File: src/rtl/systimer_tick_gen.sv
// systimer_tick_gen: divides hb_clk down to systemtimer_clk for the machine
// system timer, programmed over the system-peripheral bus.
// Optional build macro: SYSTIMER_TICK_FRAC_EN adds the FRAC register (addr 3)
// and an 8-bit phase accumulator that stretches a period by one cycle on carry.
// Bus handshake: a write is taken on every hb_clk edge where sel.wen=1 (no
// back-pressure); a read is taken on every edge where sel.ren=1 and rdata holds
// the result from the following cycle until the next read.

package systimer_tick_gen_pkg;
  typedef struct packed {
    logic [3:0]  raddr;
    logic [3:0]  waddr;
    logic [31:0] wdata;
  } sys_peripheral_t;

  typedef struct packed {
    logic wen;
    logic ren;
  } sel_t;
endpackage

module systimer_tick_gen
  import systimer_tick_gen_pkg::*;
#(
  parameter int DIV_W     = 16,
  parameter int RESET_DIV = 24,
  parameter bit RESET_EN  = 1'b1
) (
  input  logic            hb_clk,
  input  logic            hb_rst,
  input  sys_peripheral_t sys_share,
  input  sel_t            sel,
  output logic [31:0]     rdata,
  output logic            systemtimer_clk,
  output logic            period_end
);

  localparam logic [3:0]       ADDR_CTRL   = 4'd0;
  localparam logic [3:0]       ADDR_DIV    = 4'd1;
  localparam logic [3:0]       ADDR_STATUS = 4'd2;
  localparam logic [3:0]       ADDR_FRAC   = 4'd3;
  localparam logic [DIV_W-1:0] MIN_DIV     = DIV_W'(4);
  localparam logic [DIV_W-1:0] RST_DIV     = DIV_W'(RESET_DIV);

  logic             en;
  logic             pend;
  logic [DIV_W-1:0] cnt;
  logic [DIV_W-1:0] div_act;
  logic [DIV_W-1:0] div_reg;
  logic [DIV_W-1:0] half;
  logic [DIV_W-1:0] cnt_last;
  logic [DIV_W-1:0] div_wval;
  logic             wrap;
  logic             wr_ctrl;
  logic             wr_div;
  logic             disable_evt;
  logic             restart_evt;
  logic             apply_now;
  logic [31:0]      rd_val;
  logic             unused_wdata;

  assign wr_ctrl = sel.wen && (sys_share.waddr == ADDR_CTRL);
  assign wr_div  = sel.wen && (sys_share.waddr == ADDR_DIV);

  // Divisors below 4 would let the timer clock run too close to hb_clk.
  assign div_wval = (sys_share.wdata[DIV_W-1:0] < MIN_DIV) ? MIN_DIV
                                                           : sys_share.wdata[DIV_W-1:0];

  // Clearing EN always stops the counter; setting EN from off, or RESTART with
  // EN, rewinds the counter so the next edge is a rising edge.
  assign disable_evt = wr_ctrl && !sys_share.wdata[0];
  assign restart_evt = wr_ctrl && sys_share.wdata[0] && (sys_share.wdata[1] || !en);

  assign unused_wdata = ^sys_share.wdata[31:DIV_W];

`ifdef SYSTIMER_TICK_FRAC_EN
  logic       wr_frac;
  logic [7:0] frac_reg;
  logic [7:0] acc;
  logic       extra;

  assign wr_frac = sel.wen && (sys_share.waddr == ADDR_FRAC);

  // Phase accumulator: a carry at wrap adds one low-phase cycle to the next period.
  always_ff @(posedge hb_clk or posedge hb_rst) begin
    if (hb_rst) begin
      frac_reg <= 8'd0;
      acc      <= 8'd0;
      extra    <= 1'b0;
    end else begin
      if (wr_frac) frac_reg <= sys_share.wdata[7:0];
      if (disable_evt || restart_evt) begin
        acc   <= 8'd0;
        extra <= 1'b0;
      end else if (en && wrap) begin
        {extra, acc} <= {1'b0, acc} + {1'b0, frac_reg};
      end
    end
  end
`else
  logic extra;
  assign extra = 1'b0;
`endif

  assign half     = div_act >> 1;
  assign cnt_last = extra ? div_act : (div_act - DIV_W'(1));
  assign wrap     = (cnt == cnt_last);

  // A new divisor may only take over when no period is in flight.
  assign apply_now = !en || disable_evt || restart_evt || wrap;

  // Enable, counter and registered clock/pulse outputs.
  always_ff @(posedge hb_clk or posedge hb_rst) begin
    if (hb_rst) begin
      en              <= RESET_EN;
      cnt             <= '0;
      systemtimer_clk <= 1'b0;
      period_end      <= 1'b0;
    end else begin
      if (wr_ctrl) en <= sys_share.wdata[0];
      if (disable_evt || restart_evt || !en) begin
        cnt             <= '0;
        systemtimer_clk <= 1'b0;
        period_end      <= 1'b0;
      end else begin
        systemtimer_clk <= (cnt < half);
        period_end      <= (cnt == '0);
        cnt             <= wrap ? '0 : (cnt + DIV_W'(1));
      end
    end
  end

  // Divisor staging: programmed value in div_reg, active value swapped in at a safe point.
  always_ff @(posedge hb_clk or posedge hb_rst) begin
    if (hb_rst) begin
      div_reg <= RST_DIV;
      div_act <= RST_DIV;
      pend    <= 1'b0;
    end else if (wr_div) begin
      div_reg <= div_wval;
      if (apply_now) begin
        div_act <= div_wval;
        pend    <= 1'b0;
      end else begin
        pend    <= 1'b1;
      end
    end else if (pend && apply_now) begin
      div_act <= div_reg;
      pend    <= 1'b0;
    end
  end

  // Register read mux.
  always_comb begin
    rd_val = 32'd0;
    case (sys_share.raddr)
      ADDR_CTRL:   rd_val = {31'd0, en};
      ADDR_DIV:    rd_val = 32'(div_reg);
      ADDR_STATUS: rd_val = {30'd0, pend, en};
`ifdef SYSTIMER_TICK_FRAC_EN
      ADDR_FRAC:   rd_val = {24'd0, frac_reg};
`endif
      default:     rd_val = 32'd0;
    endcase
  end

  // Read data register: loads on a read strobe, otherwise holds.
  always_ff @(posedge hb_clk or posedge hb_rst) begin
    if (hb_rst) begin
      rdata <= 32'd0;
    end else if (sel.ren) begin
      rdata <= rd_val;
    end
  end

endmodule

File: config.mk
export PLATFORM = sky130hd
export DESIGN_NAME = systimer_tick_gen
export DESIGN_NICKNAME = d
export VERILOG_FILES = /design/src/rtl/systimer_tick_gen.sv
export SDC_FILE = /design/constraint.sdc
export NUM_CORES = 1
export LEC_CHECK = 0
export CAP_MARGIN = 10
export CORE_MARGIN = 3
export CORE_UTILIZATION = 40
export DETAILED_ROUTE_END_ITERATION = 8
export GPL_ROUTABILITY_DRIVEN = 0
export PLACE_DENSITY = 0.61
export SLEW_MARGIN = 0
export SYNTH_ARGS = -nofsm -noshare
export SYNTH_HDL_FRONTEND = slang
export SYNTH_SLANG_ARGS = --single-unit
File: constraint.sdc
create_clock -name hb_clk -period 4.15 [get_ports hb_clk]
set_input_delay 0.83 -clock hb_clk [delete_from_list [all_inputs] [get_ports hb_clk]]
set_output_delay 0.83 -clock hb_clk [all_outputs]
set_load 0.1 [all_outputs]
# After elaboration in Yosys (flattened, before gate mapping)

Index checks and enable logic that the tools add are counted.

$add $sub $neg: 2
$lt $le $gt $ge: 2
Equal/unequal tests: 5
Mux-type cells: 12
Reductions and logical operators: 19

Operators by type and width:

| kind                                                                   | number |
|---|---|
| 16-bit two-way mux                                                     | 6 |
| 16-bit case mux with 3 select lines                                    | 1 |
| 16-bit by 1-bit adder with 16-bit output (second input constant)       | 1 |
| 16-bit equality test                                                   | 1 |
| 16-bit zero test                                                       | 1 |
| 16-bit by 15-bit < comparator with 1-bit output                        | 1 |
| 16-bit by 3-bit < comparator with 1-bit output (second input constant) | 1 |
| 16-bit by 1-bit subtractor with 16-bit output (second input constant)  | 1 |
| 4-bit by 1-bit equality test with 1-bit output (second input constant) | 2 |
| 4-bit zero test                                                        | 2 |
| 1-bit logical AND                                                      | 6 |
| 1-bit logical OR                                                       | 6 |
| 1-bit two-way mux                                                      | 5 |
| 4-bit by 2-bit equality test with 1-bit output (second input constant) | 1 |
| 1-bit zero test                                                        | 2 |
| 2-bit by 1-bit != test with 1-bit output (second input constant)       | 1 |
| 2-bit AND reduction                                                    | 1 |
| 2-bit nonzero test                                                     | 1 |

Bits in registers: 84
Input bits: 44
Output and inout bits: 34
Word-level logic and storage cells: 48

# Logic depth before layout (Yosys ltp)

Gate-level depths: netlist (run 1).

Depth in word-level cells: 9
Gate-level depth with buffers: 12
Mapped depth without buffers: 9

# Least setup slack after synthesis (run 1)

No wires, ideal clock.

Path kind: register to register
Start: register div_act[0]
End: register pend
Setup time: 0.128 ns
Arrival time: 2.799 ns
Data required time: 4.022 ns
Setup slack: 1.223 ns
Cell stages (with the launch flop): 13
Path buffers: 3
Clock period less this slack: 2.927 ns
Cells stage by stage: dfrtp_1 -> inv_1 -> ha_1 -> or3b_2 -> clkbuf_1 -> or4_1 -> a31oi_1 -> o21ai_1 -> a2111oi_4 -> a21o_1 -> buf_4 -> buf_6 -> nor2_1

Word-level cells in the longest chain between the ends: 5
Elaborated cells between the ends (all ways): 7
Those cells by class: 1 x add/sub; 1 x eq/ne; 2 x mux; 3 x reduce/logical

RTL lines:

| item                                                    | line     | source |
|---|---|---|
| from (decl)                                             | 48       | `logic [DIV_W-1:0] div_act;` |
| from (signal assigned)                                  | 142      | `div_act <= div_wval;` |
| from (signal assigned)                                  | 148      | `div_act <= div_reg;` |
| 16-bit by 1-bit subtractor with 16-bit output *         | 106      | `assign cnt_last = extra ? div_act : (div_act - DIV_W'(1));` |
| 16-bit equality test *                                  | 107      | `assign wrap = (cnt == cnt_last);` |
| 1-bit logical OR *                                      | 110      | `assign apply_now = !en \|\| disable_evt \|\| restart_evt \|\| wrap;` |
| 1-bit two-way mux or 1-bit logical AND (tied branches)  | 141, 147 |  |
| 1-bit two-way mux or 2-bit nonzero test (tied branches) | --       |  |
| to (signal assigned)                                    | 138      | `pend <= 1'b0;` |
| to (signal assigned)                                    | 143      | `pend <= 1'b0;` |
| to (signal assigned)                                    | 145      | `pend <= 1'b1;` |
| to (decl)                                               | 46       | `logic pend;` |

Mark *: on every way between the ends. The rest lies on a longest branch, timed or not.
A chain may end at the register's enable or synchronous reset.

# Worst setup path in the final report (run 1)

Start: register div_act[0]
End: register div_act[2]

Word-level cells in the longest chain between the ends: 6
Elaborated cells between the ends (all ways): 7
Those cells by class: 1 x add/sub; 2 x eq/ne; 4 x reduce/logical

RTL lines:

| item                                            | line | source |
|---|---|---|
| 16-bit by 1-bit subtractor with 16-bit output * | 106  |  |
| 16-bit equality test *                          | 107  |  |
| 1-bit logical OR *                              | 110  |  |
| 1-bit logical AND                               | 147  | `end else if (pend && apply_now) begin` |
| 2-bit nonzero test (no line)                    | --   |  |
| 2-bit AND reduction (no line) *                 | --   |  |

Marked as above.

==> impl_metrics.py, run 1 <==
metrics = {
    "finish": {
        "diodes": 0,
        "fill_cells": 1048,
        "post-route-util_pct": 48.4,
        "syn_to_final_growth_pct": 15.0,
        "multi_input_area_sq_um": 2350,
        "drive_gt1_share_pct": 12.1,
        "finish.net_count": 592,
        "layoutNonFillerInstCount": 672,
        "seqCellArea_sq_um": 1710,
    },
    "routing": {
        "first_pass_iters": 5,
        "drcViolationCount": 0,
        "route.vias.total": 3556,
        "ant_nets": 0,
        "routedWlPerCell_microns": 14.6,
        "vias_per_cell": 5.29,
        "wl_mm": 9.84,
        "dr.first_iter.drc_count": 175,
    },
    "synth": {
        "synthTopCellsByCount": "dfrtp_1 (63), inv_1 (52), nor2_1 (44)",
        "synth_edf_count": 0,
        "synth_most_common_cell": "dfrtp_1",
        "synthArstFlopShare_pct": 100,
        "synthAdderAreaFrac_pct": 4.77,
        "synth_top_family_by_area": "simple AND/OR/NAND/NOR gates",
        "synth_xor_area_share_pct": 6.28,
        "syn_area_sq_um": 4460,
        "synth_compound_area_share_pct": 16.7,
        "ys_ff_latch": 68,
        "synth_ff_type": "dfrtp_1",
        "muxShareOfSynthArea_pct": 3.98,
        "synthCells": 504,
        "ys_top_cells_by_area": "dfrtp_1 (35%), ha_1 (4.8%), inv_1 (4.4%), nor2_1 (3.7%), a211oi_2 (3.6%)",
        "synthSimpleGateAreaFrac_pct": 19.2,
        "synth_top_area_share_pct": 35.3,
        "yosysTopAreaCell": "dfrtp_1",
        "synth_warnings": 0,
        "ys_seq_area_share_pct": 38.3,
        "syn_area_per_cell_sq_um": 8.85,
        "synth_cell_types": 50,
    },
    "timing": {
        "maxSlewHeadroom_pct": 35.0,
        "timing.final.ws_setup_ns": 0.748,
        "rsz0062_at_grt": "false",
        "timing.final.crit_share_pct": 82.0,
        "finalClockSkew_ns": 0.00716,
        "fmax_mhz": 294,
        "slew_violations": 0,
        "finalSetupViolCount": 0,
        "post-route-min-period_ns": 3.40,
        "worst_pin_slew_ns": 0.972,
        "fin_tns_setup_ns": 0,
        "holdWs_ns": 0.482,
        "final_hold_viol_count": 0,
    },
    "global_routing": {
        "grt_pass1_vias": 3427,
        "grt_overflow": 0,
        "grt_use_total_pct": 15.9,
        "grt_pass1_wl_mm": 16.5,
        "grt_max_degree": 44,
        "antenna_found_initial": 0,
    },
    "critical_path": {
        "r2r_slack_ns": 0.75,
        "worst_setup_path_start_kind": "flop",
        "ff2ff_path_depth": 10,
        "worstPathMaxFanout": 32,
        "startpoint": "div_act[0]",
        "worstSetupPathType": "reg -> reg",
        "regToRegStartpoint": "div_act[0]",
        "endpoint_kind": "flop",
        "cp.arrival_ns": 3.62,
        "worstPathRequired_ns": 4.36,
    },
    "place": {
        "post-place-cells": 656,
        "place_hpwl_mm": 7.25,
        "dp_slack_ns": 0.730,
        "port_buffers": 45,
    },
    "power": {
        "p_sw_w": 0.000968,
        "irDropWorstVdd_uv": 228,
        "internal_power_w": 0.00139,
        "seq_power_share_pct": 37.4,
        "p_comb_share_pct": 39.0,
        "switching_share_pct": 41.0,
        "leakage_nw": 2.20,
        "clockPowerShare_pct": 23.6,
        "powerDensity_nw_per_um2": 460,
    },
    "floorplan": {
        "coreArea_sq_um": 10600,
        "die_w_microns": 112,
        "fp-row-count": 37,
        "initial_core_util_pct": 42.1,
        "die-area_sq_um": 12500,
        "ios": 78,
        "fp.dieH_microns": 112,
    },
    "clock_tree": {
        "cts_tree": "built",
        "cts-root-buf": "clkbuf_8",
        "clock_latency_ns": 0.34,
        "cts_sinks": 68,
        "cts_setup_buffers": 0,
        "cts_resized": 0,
        "clk_path_buf_depth": 2,
        "cts_buffers": 9,
        "cts_max_level": 3,
        "holdBufCountCts": 0,
        "clk_pin_slew_ns": 0.07,
    },
    "hold_path": {
        "worstHoldStart": "div_reg[2]",
        "worstHoldPathType": "reg -> reg",
        "holdPathStages": 2,
    },
    "outcome": {
        "status": "finished, final reports clean",
    },
    "job": {
        "max_cap_violations": 0,
    },
}
[metal layers]
layer	wire length, microns	up-vias	global-route usage, %
li1	-	1779	-
met1	4700	1691	20.8
met2	4610	78	26.5
met3	446	8	4.40
met4	81	0	3.57
met5	0	-	0
[worst max-delay path: stages, from the launching register on]
cell and delay, ns:
dfrtp_1 0.43, inv_1 0.13, ha_1 0.19, or3b_2 0.55, or4_1 0.43, a31oi_1 0.17
o21ai_1 0.12, a2111oi_4 0.38, buf_4 0.42, nor2_1 0.08, or3_1 0.38
[placed cells by master (no fill, tap or decap), types with 3 or more instances in the layout]
cell type / count
inv_1: 51
o21ai_0: 20
a21o_1: 6
clkdlybuf4s50_1: 45
nand3_1: 9
nor2b_1: 4
xor2_1: 17
o22ai_1: 3
a211oi_2: 13
a21oi_1: 3
conb_1: 16
xnor2_1: 15
clkbuf_8: 10
nand2b_1: 3
and2_1: 3
dfstp_2: 5
ha_1: 17
nor3_1: 22
mux2_2: 14
nand4_1: 8
and3_1: 19
nor2_1: 44
o31ai_1: 17
nand2_1: 32
or4_1: 3
dfrtp_1: 63
a31oi_1: 16
nor4_1: 9
buf_4: 8
[final cells by class]
cell class,count,area share (%)
Clock inverter,5,1.17
Inverter,52,3.80
Clock buffer,11,2.76
Timing Repair Buffer,53,9.95
Multi-Input combinational cell,347,45.7
Tap cell,136,3.32
Sequential cell,68,33.3
[final timing paths]
kind                               end
min in group asynchronous  div_reg[14]
setup reg to reg            div_act[2]
max in group asynchronous   div_reg[4]
hold / removal                rdata[2]
setup / recovery            div_act[2]
hold reg to reg               rdata[2]
[stage by stage]
step | area [sq um] | power [W]
floorplan | 4520 | 0.00163
global placement | 4930 | 0.00178
global route | 5130 | 0.00252
finish | 5130 | 0.00236
detailed placement | 4930 | 0.00182
CTS | 5130 | 0.00239
[power groups by stage]
stage,clock network [W],logic [W],registers (W)
final,0.000557,0.000922,0.000884
after global routing,0.000607,0.00102,0.000901
after CTS,0.000579,0.000928,0.000882
after detailed placement,0,0.000924,0.000894
after global placement,0,0.000894,0.000888
after floorplan,0,0.000716,0.000912
[logic make-up after synthesis]
family | Yosys count
other | 1
AND/OR/NAND/NOR | 169
flip-flops | 68
adder cells (fa/ha/maj) | 17
buffers and inverters | 104
multiplexers | 16
AO/OA/AOI/OAI | 97
XOR/XNOR | 32
No activity file was read; power rests on OpenSTA's default activity.
==> inputs of run 2 (changes only) <==
--- a/config.mk
+++ b/config.mk
@@ -10,7 +10,7 @@
 export CORE_UTILIZATION = 40
 export DETAILED_ROUTE_END_ITERATION = 8
 export GPL_ROUTABILITY_DRIVEN = 0
-export PLACE_DENSITY = 0.61
+export PLACE_DENSITY = 0.64
 export SLEW_MARGIN = 0
 export SYNTH_ARGS = -nofsm -noshare
 export SYNTH_HDL_FRONTEND = slang
==> constraint.sdc (replaced) <==
create_clock -name hb_clk -period 2.8 [get_ports hb_clk]
set_input_delay 0.56 -clock hb_clk [delete_from_list [all_inputs] [get_ports hb_clk]]
set_output_delay 0.56 -clock hb_clk [all_outputs]
set_load 0.1 [all_outputs]
==> run 2 against run 1 <==
First-iteration DRC count grew 29%. Die area is the same. Fmax up 22%. Cell count up 5.1%. Clock-buffer cell count decreased by 1. Combinational power grew 87%. Clock skew rose by 0.0051 ns.
==> impl_metrics.py, run 2 (synthesis gave the netlist of run 1 again) <==
metrics = {
    "global_routing": {
        "grt_overflow": 0,
        "antenna_found_initial": 0,
        "grt_use_total_pct": 17.3,
        "grt_max_degree": 69,
        "grt_pass1_wl_mm": 17.9,
        "grt_pass1_vias": 3728,
    },
    "clock_tree": {
        "clock_latency_ns": 0.35,
        "cts_sinks": 68,
        "clk_path_buf_depth": 2,
        "cts_buffers": 9,
        "cts_max_level": 3,
        "clk_pin_slew_ns": 0.08,
        "cts_tree": "built",
        "holdBufCountCts": 0,
        "cts-root-buf": "clkbuf_8",
    },
    "hold_path": {
        "worstHoldPathType": "reg -> reg",
        "holdPathStages": 2,
        "worstHoldStart": "div_reg[10]",
        "holdPathEnd": "rdata[10]",
    },
    "timing": {
        "finalClockSkew_ns": 0.0123,
        "final_hold_viol_count": 0,
        "slew_violations": 0,
        "rsz0062_at_grt": "true",
        "finalSetupViolCount": 0,
        "post-route-min-period_ns": 2.78,
        "fmax_mhz": 359,
        "timing.final.crit_share_pct": 99.4,
        "fin_tns_setup_ns": 0,
    },
    "place": {
        "port_buffers": 45,
        "dpl_cell_area_sq_um": 5140,
        "place_hpwl_mm": 7.45,
    },
    "critical_path": {
        "worstPathMaxFanout": 5,
        "endpoint_kind": "flop",
        "worstPathRequired_ns": 3.02,
        "ff2ff_path_depth": 9,
        "reg2reg_to": "div_act[2]",
        "worst_setup_path_start_kind": "flop",
        "cp.arrival_ns": 3.00,
        "regToRegStartpoint": "div_act[0]",
        "startpoint": "div_act[0]",
        "r2r_slack_ns": 0.02,
        "worstSetupPathType": "reg -> reg",
    },
    "routing": {
        "routedWlPerCell_microns": 15.0,
        "wl_mm": 10.6,
        "route.vias.total": 3815,
        "first_pass_iters": 4,
        "dr.first_iter.drc_count": 225,
        "ant_nets": 0,
        "vias_per_cell": 5.40,
        "drcViolationCount": 0,
    },
    "power": {
        "leakage_nw": 2.44,
        "powerDensity_nw_per_um2": 697,
        "irDropWorstVdd_uv": 374,
    },
    "finish": {
        "finish.net_count": 626,
        "fill_cells": 997,
        "syn_to_final_growth_pct": 25.0,
        "final_design_area_no_fill_sq_um": 5580,
        "drive_gt1_share_pct": 24.9,
        "diodes": 0,
        "mostFrequentLayoutCells": "dfrtp_1 (63), buf_4 (52), inv_1 (49)",
        "mostFrequentLayoutCell": "dfrtp_1",
    },
    "floorplan": {
        "die-area_sq_um": 12500,
        "die_w_microns": 112,
        "initial_core_util_pct": 42.1,
        "fp.dieH_microns": 112,
        "fp-row-count": 37,
        "coreArea_sq_um": 10600,
        "ios": 78,
    },
    "job": {
        "max_cap_violations": 0,
    },
    "outcome": {
        "status": "finished, final reports clean",
    },
}
==> run 2: cell count changes in the layout (fill, tap and decap cells not counted), sizes merged <==
cell / previous run / this run
buf: 8 / 59
clkinvlp: 1 / 2
clkdlybuf4s50: 45 / 27
bufinv: 1 / 2
clkinv: 2 / 1
==> run 2: how the worst max path moves through the flow <==
stage | endpoint | slack, ns | depth (start not counted)
3_5_place_dp | div_act[12] | -0.08 | 10
6_report | div_act[2] | 0.02 | 9
3_3_place_gp | div_act[8] | -0.02 | 10
4_1_cts | div_act[12] | 0.002 | 11
5_1_grt | cnt[6] | -0.08 | 11
2_1_floorplan | pend | 0.05 | 12
==> run 2: timing repair <==
item                                   CTS  global route
buffers inserted                         3             5
setup endpoints to repair               10            33
pin swaps                                1             9
endpoints found under the hold margin    0             0
gates cloned                             0             1
gates resized for setup                  1            35
==> run 2: area by class of cell <==
class                      count  area [sq um]  share of cell area [%]
clock buffer                  10           128                    2.29
clock inverter                 6          88.8                    1.59
inverter                      52           195                    3.50
multi-input combinational    347          2480                    44.5
sequential                    68          1710                    30.6
tap                          136           170                    3.05
timing repair buffer          87           808                    14.5
==> run 2: critical path: stages, from the launching register on <==
cell       delay (ns)
dfrtp_1          0.41
buf_4            0.15
or4_1            0.58
nor4_2           0.30
xnor2_1          0.16
nand3_1          0.13
a2111oi_4        0.35
buf_6            0.18
nor2_1           0.04
or3_1            0.36
==> run 2: layer usage <==
metal	track usage [%]	up-vias	wire (microns)
met5	0	-	0
met4	4.54	0	195
met3	4.57	17	592
met2	27.7	121	4880
met1	23.2	1826	4890
li1	-	1851	-
==> run 2: report_power, final <==
part / switching (W) / internal [W]
combinational: 0.00104 / 0.000683
sequential: 0.000121 / 0.00113
clock: 0.000407 / 0.000504
total: 0.00157 / 0.00232
==> run 2: per-stage QoR <==
step / hold WS [ns] / setup slack, ns / util, % / cells / total power [W]
2_1_floorplan: 0.444 / 0.0482 / - / 519 / 0.00244
3_3_place_gp: 0.457 / -0.0232 / 48.5 / 681 / 0.00281
3_5_place_dp: 0.462 / -0.0802 / 48.5 / 681 / 0.00286
4_1_cts: 0.482 / 0.00162 / 50.7 / 700 / 0.00379
5_1_grt: 0.502 / -0.0801 / 52.6 / 706 / 0.00414
6_report: 0.476 / 0.0181 / 52.6 / 706 / 0.00389
==> inputs of run 3 (changes only) <==
--- a/config.mk
+++ b/config.mk
@@ -6,11 +6,10 @@
 export NUM_CORES = 1
 export LEC_CHECK = 0
 export CAP_MARGIN = 10
-export CORE_MARGIN = 3
-export CORE_UTILIZATION = 40
+export CORE_UTILIZATION = 42
 export DETAILED_ROUTE_END_ITERATION = 8
 export GPL_ROUTABILITY_DRIVEN = 0
-export PLACE_DENSITY = 0.64
+export PLACE_DENSITY = 0.66
 export SLEW_MARGIN = 0
 export SYNTH_ARGS = -nofsm -noshare
 export SYNTH_HDL_FRONTEND = slang
==> run 3 against run 2 <==
The run now ends with setup timing left. Combinational power increased by 2%. Register-to-register slack got worse by 0.07 ns. Sequential share of layout area decreased by 0.35 points. Fmax decreased by 2.5%. Wire length is 0.38% lower. Clock skew is 0.0027 ns lower. Worst hold slack better by 0.0057 ns. Non-clock buffer count increased by 6. Setup slack worse by 0.072 ns. Clock-buffer cell count unchanged.
==> impl_metrics.py, run 3 (synthesis gave the netlist of run 1 again) <==
metrics = {
    "power": {
        "irDropWorstVdd_uv": 360,
        "powerDensity_nw_per_um2": 679,
        "p_comb_share_pct": 45.9,
        "leakage_nw": 2.47,
        "power_w": 0.00383,
        "internal_power_w": 0.00226,
        "clockPowerShare_pct": 21.3,
        "p_sw_w": 0.00157,
        "switching_share_pct": 41.0,
        "seq_power_share_pct": 32.8,
    },
    "clock_tree": {
        "cts-root-buf": "clkbuf_8",
        "clk_path_buf_depth": 2,
        "cts_sinks": 68,
        "clock_latency_ns": 0.36,
        "holdBufCountCts": 0,
        "cts_max_level": 3,
        "clk_pin_slew_ns": 0.08,
        "cts_buffers": 9,
        "cts_tree": "built",
    },
    "hold_path": {
        "worstHoldPathType": "reg -> reg",
        "worstHoldStart": "div_reg[12]",
    },
    "routing": {
        "routedWlPerCell_microns": 14.8,
        "drcViolationCount": 0,
        "wl_mm": 10.5,
        "route.vias.total": 3694,
        "vias_per_cell": 5.19,
        "first_pass_iters": 5,
        "dr.first_iter.drc_count": 191,
        "ant_nets": 0,
    },
    "timing": {
        "timing.final.crit_share_pct": 102,
        "finalClockSkew_ns": 0.00963,
        "rsz0062_at_grt": "true",
        "slew_violations": 0,
        "fin_tns_setup_ns": -0.581,
        "fmax_mhz": 350,
        "post-route-min-period_ns": 2.85,
        "finalSetupViolCount": 17,
        "timing.final.ws_setup_ns": -0.0542,
        "final_hold_viol_count": 0,
    },
    "outcome": {
        "status": "complete, but fails checks",
        "violations": "setup timing",
    },
    "critical_path": {
        "regToRegStartpoint": "div_act[0]",
        "r2r_slack_ns": -0.05,
        "crit_chain": "inv_2, ha_4, or3b_4, or4_1, a31oi_1, o21ai_2, a2111oi_4, buf_6, nor2_2, or3_1",
        "startpoint": "div_act[0]",
        "reg2reg_to": "div_act[2]",
        "endpoint": "div_act[2]",
        "cp.arrival_ns": 3.09,
        "max_stage_delay_ns": 0.43,
        "endpoint_kind": "flop",
        "ff2ff_path_depth": 10,
        "worst_setup_path_start_kind": "flop",
        "cpMaxStageDelayCell": "dfrtp_1",
        "worstSetupPathType": "reg -> reg",
        "worstPathRequired_ns": 3.03,
        "worstPathMaxFanout": 6,
    },
    "floorplan": {
        "fp-row-count": 37,
        "coreArea_sq_um": 10300,
        "ios": 78,
        "die_w_microns": 105,
        "fp.dieH_microns": 105,
        "initial_core_util_pct": 43.2,
        "die-area_sq_um": 11000,
    },
    "finish": {
        "fill_cells": 928,
        "syn_to_final_growth_pct": 26.5,
        "diodes": 0,
        "mostFrequentLayoutCell": "dfrtp_1",
        "drive_gt1_share_pct": 26.7,
        "mostFrequentLayoutCells": "dfrtp_1 (63), buf_4 (54), inv_1 (49)",
        "seqCellArea_sq_um": 1710,
        "finish.net_count": 632,
        "multi_input_area_sq_um": 2500,
    },
    "place": {
        "port_buffers": 45,
        "dp_slack_ns": -0.110,
        "place_hpwl_mm": 7.27,
    },
    "job": {
        "max_cap_violations": 0,
    },
    "global_routing": {
        "grt_max_degree": 44,
        "grt_pass1_wl_mm": 16.8,
        "grt_overflow": 0,
        "antenna_found_initial": 0,
        "grt_pass1_vias": 3555,
        "grt_use_total_pct": 19.2,
    },
}
[run 3: metrics by stage]
step	hold WS, ns	area, sq um	util [%]	std cells
finish	0.481	5640	54.7	712
global route	0.513	5640	54.7	712
CTS	0.482	5370	52.1	702
detailed placement	0.465	5130	49.7	680
global placement	0.458	5130	49.7	680
floorplan	0.444	4550	-	519
[run 3: power groups by stage]
stage	sequential (W)	clock (W)	combinational (W)
after floorplan	0.00135	0	0.00108
after global placement	0.00126	0	0.00154
after detailed placement	0.00127	0	0.00158
after CTS	0.00125	0.000838	0.00162
after global routing	0.00128	0.000881	0.00191
final	0.00126	0.000816	0.00176
[run 3: worst min path at each step]
stage | end | cells after the start | slack (ns)
after floorplan | rdata[10] | 2 | 0.44
after global placement | rdata[10] | 2 | 0.46
after detailed placement | rdata[12] | 2 | 0.47
after CTS | rdata[12] | 2 | 0.48
after global routing | rdata[2] | 2 | 0.51
final | rdata[12] | 2 | 0.48
[run 3: cell type report]
cell class / count / share of cell area [%]
Clock buffer: 10 / 2.26
Clock inverter: 6 / 1.13
Inverter: 52 / 3.46
Multi-Input combinational cell: 347 / 44.2
Sequential cell: 68 / 30.3
Tap cell: 136 / 3.02
Timing Repair Buffer: 93 / 15.6
[run 3: metal layers]
metal / global-route usage (%) / up-vias / wire, microns
met2: 31.6 / 68 / 4970
met4: 4.93 / 0 / 107
met1: 25.2 / 1761 / 5010
met3: 4.80 / 12 / 429
li1: - / 1853 / -
met5: 0 / - / 0
[run 3: critical path: cells and delay by family (launching register included)]
family | cells | cell delay [ns]
AO/OA/AOI/OAI | 3 | 0.63
AND/OR/NAND/NOR | 4 | 1.23
adder cells (fa/ha/maj) | 1 | 0.14
buffers and inverters | 2 | 0.30
flip-flops | 1 | 0.43
[run 3: what timing repair did]
item / in CTS / in global routing
setup buffers: 6 / 8
endpoints found under the setup margin: 26 / 33
pin swaps: 2 / 8
gates resized for setup: 2 / 43
gates cloned: 0 / 2
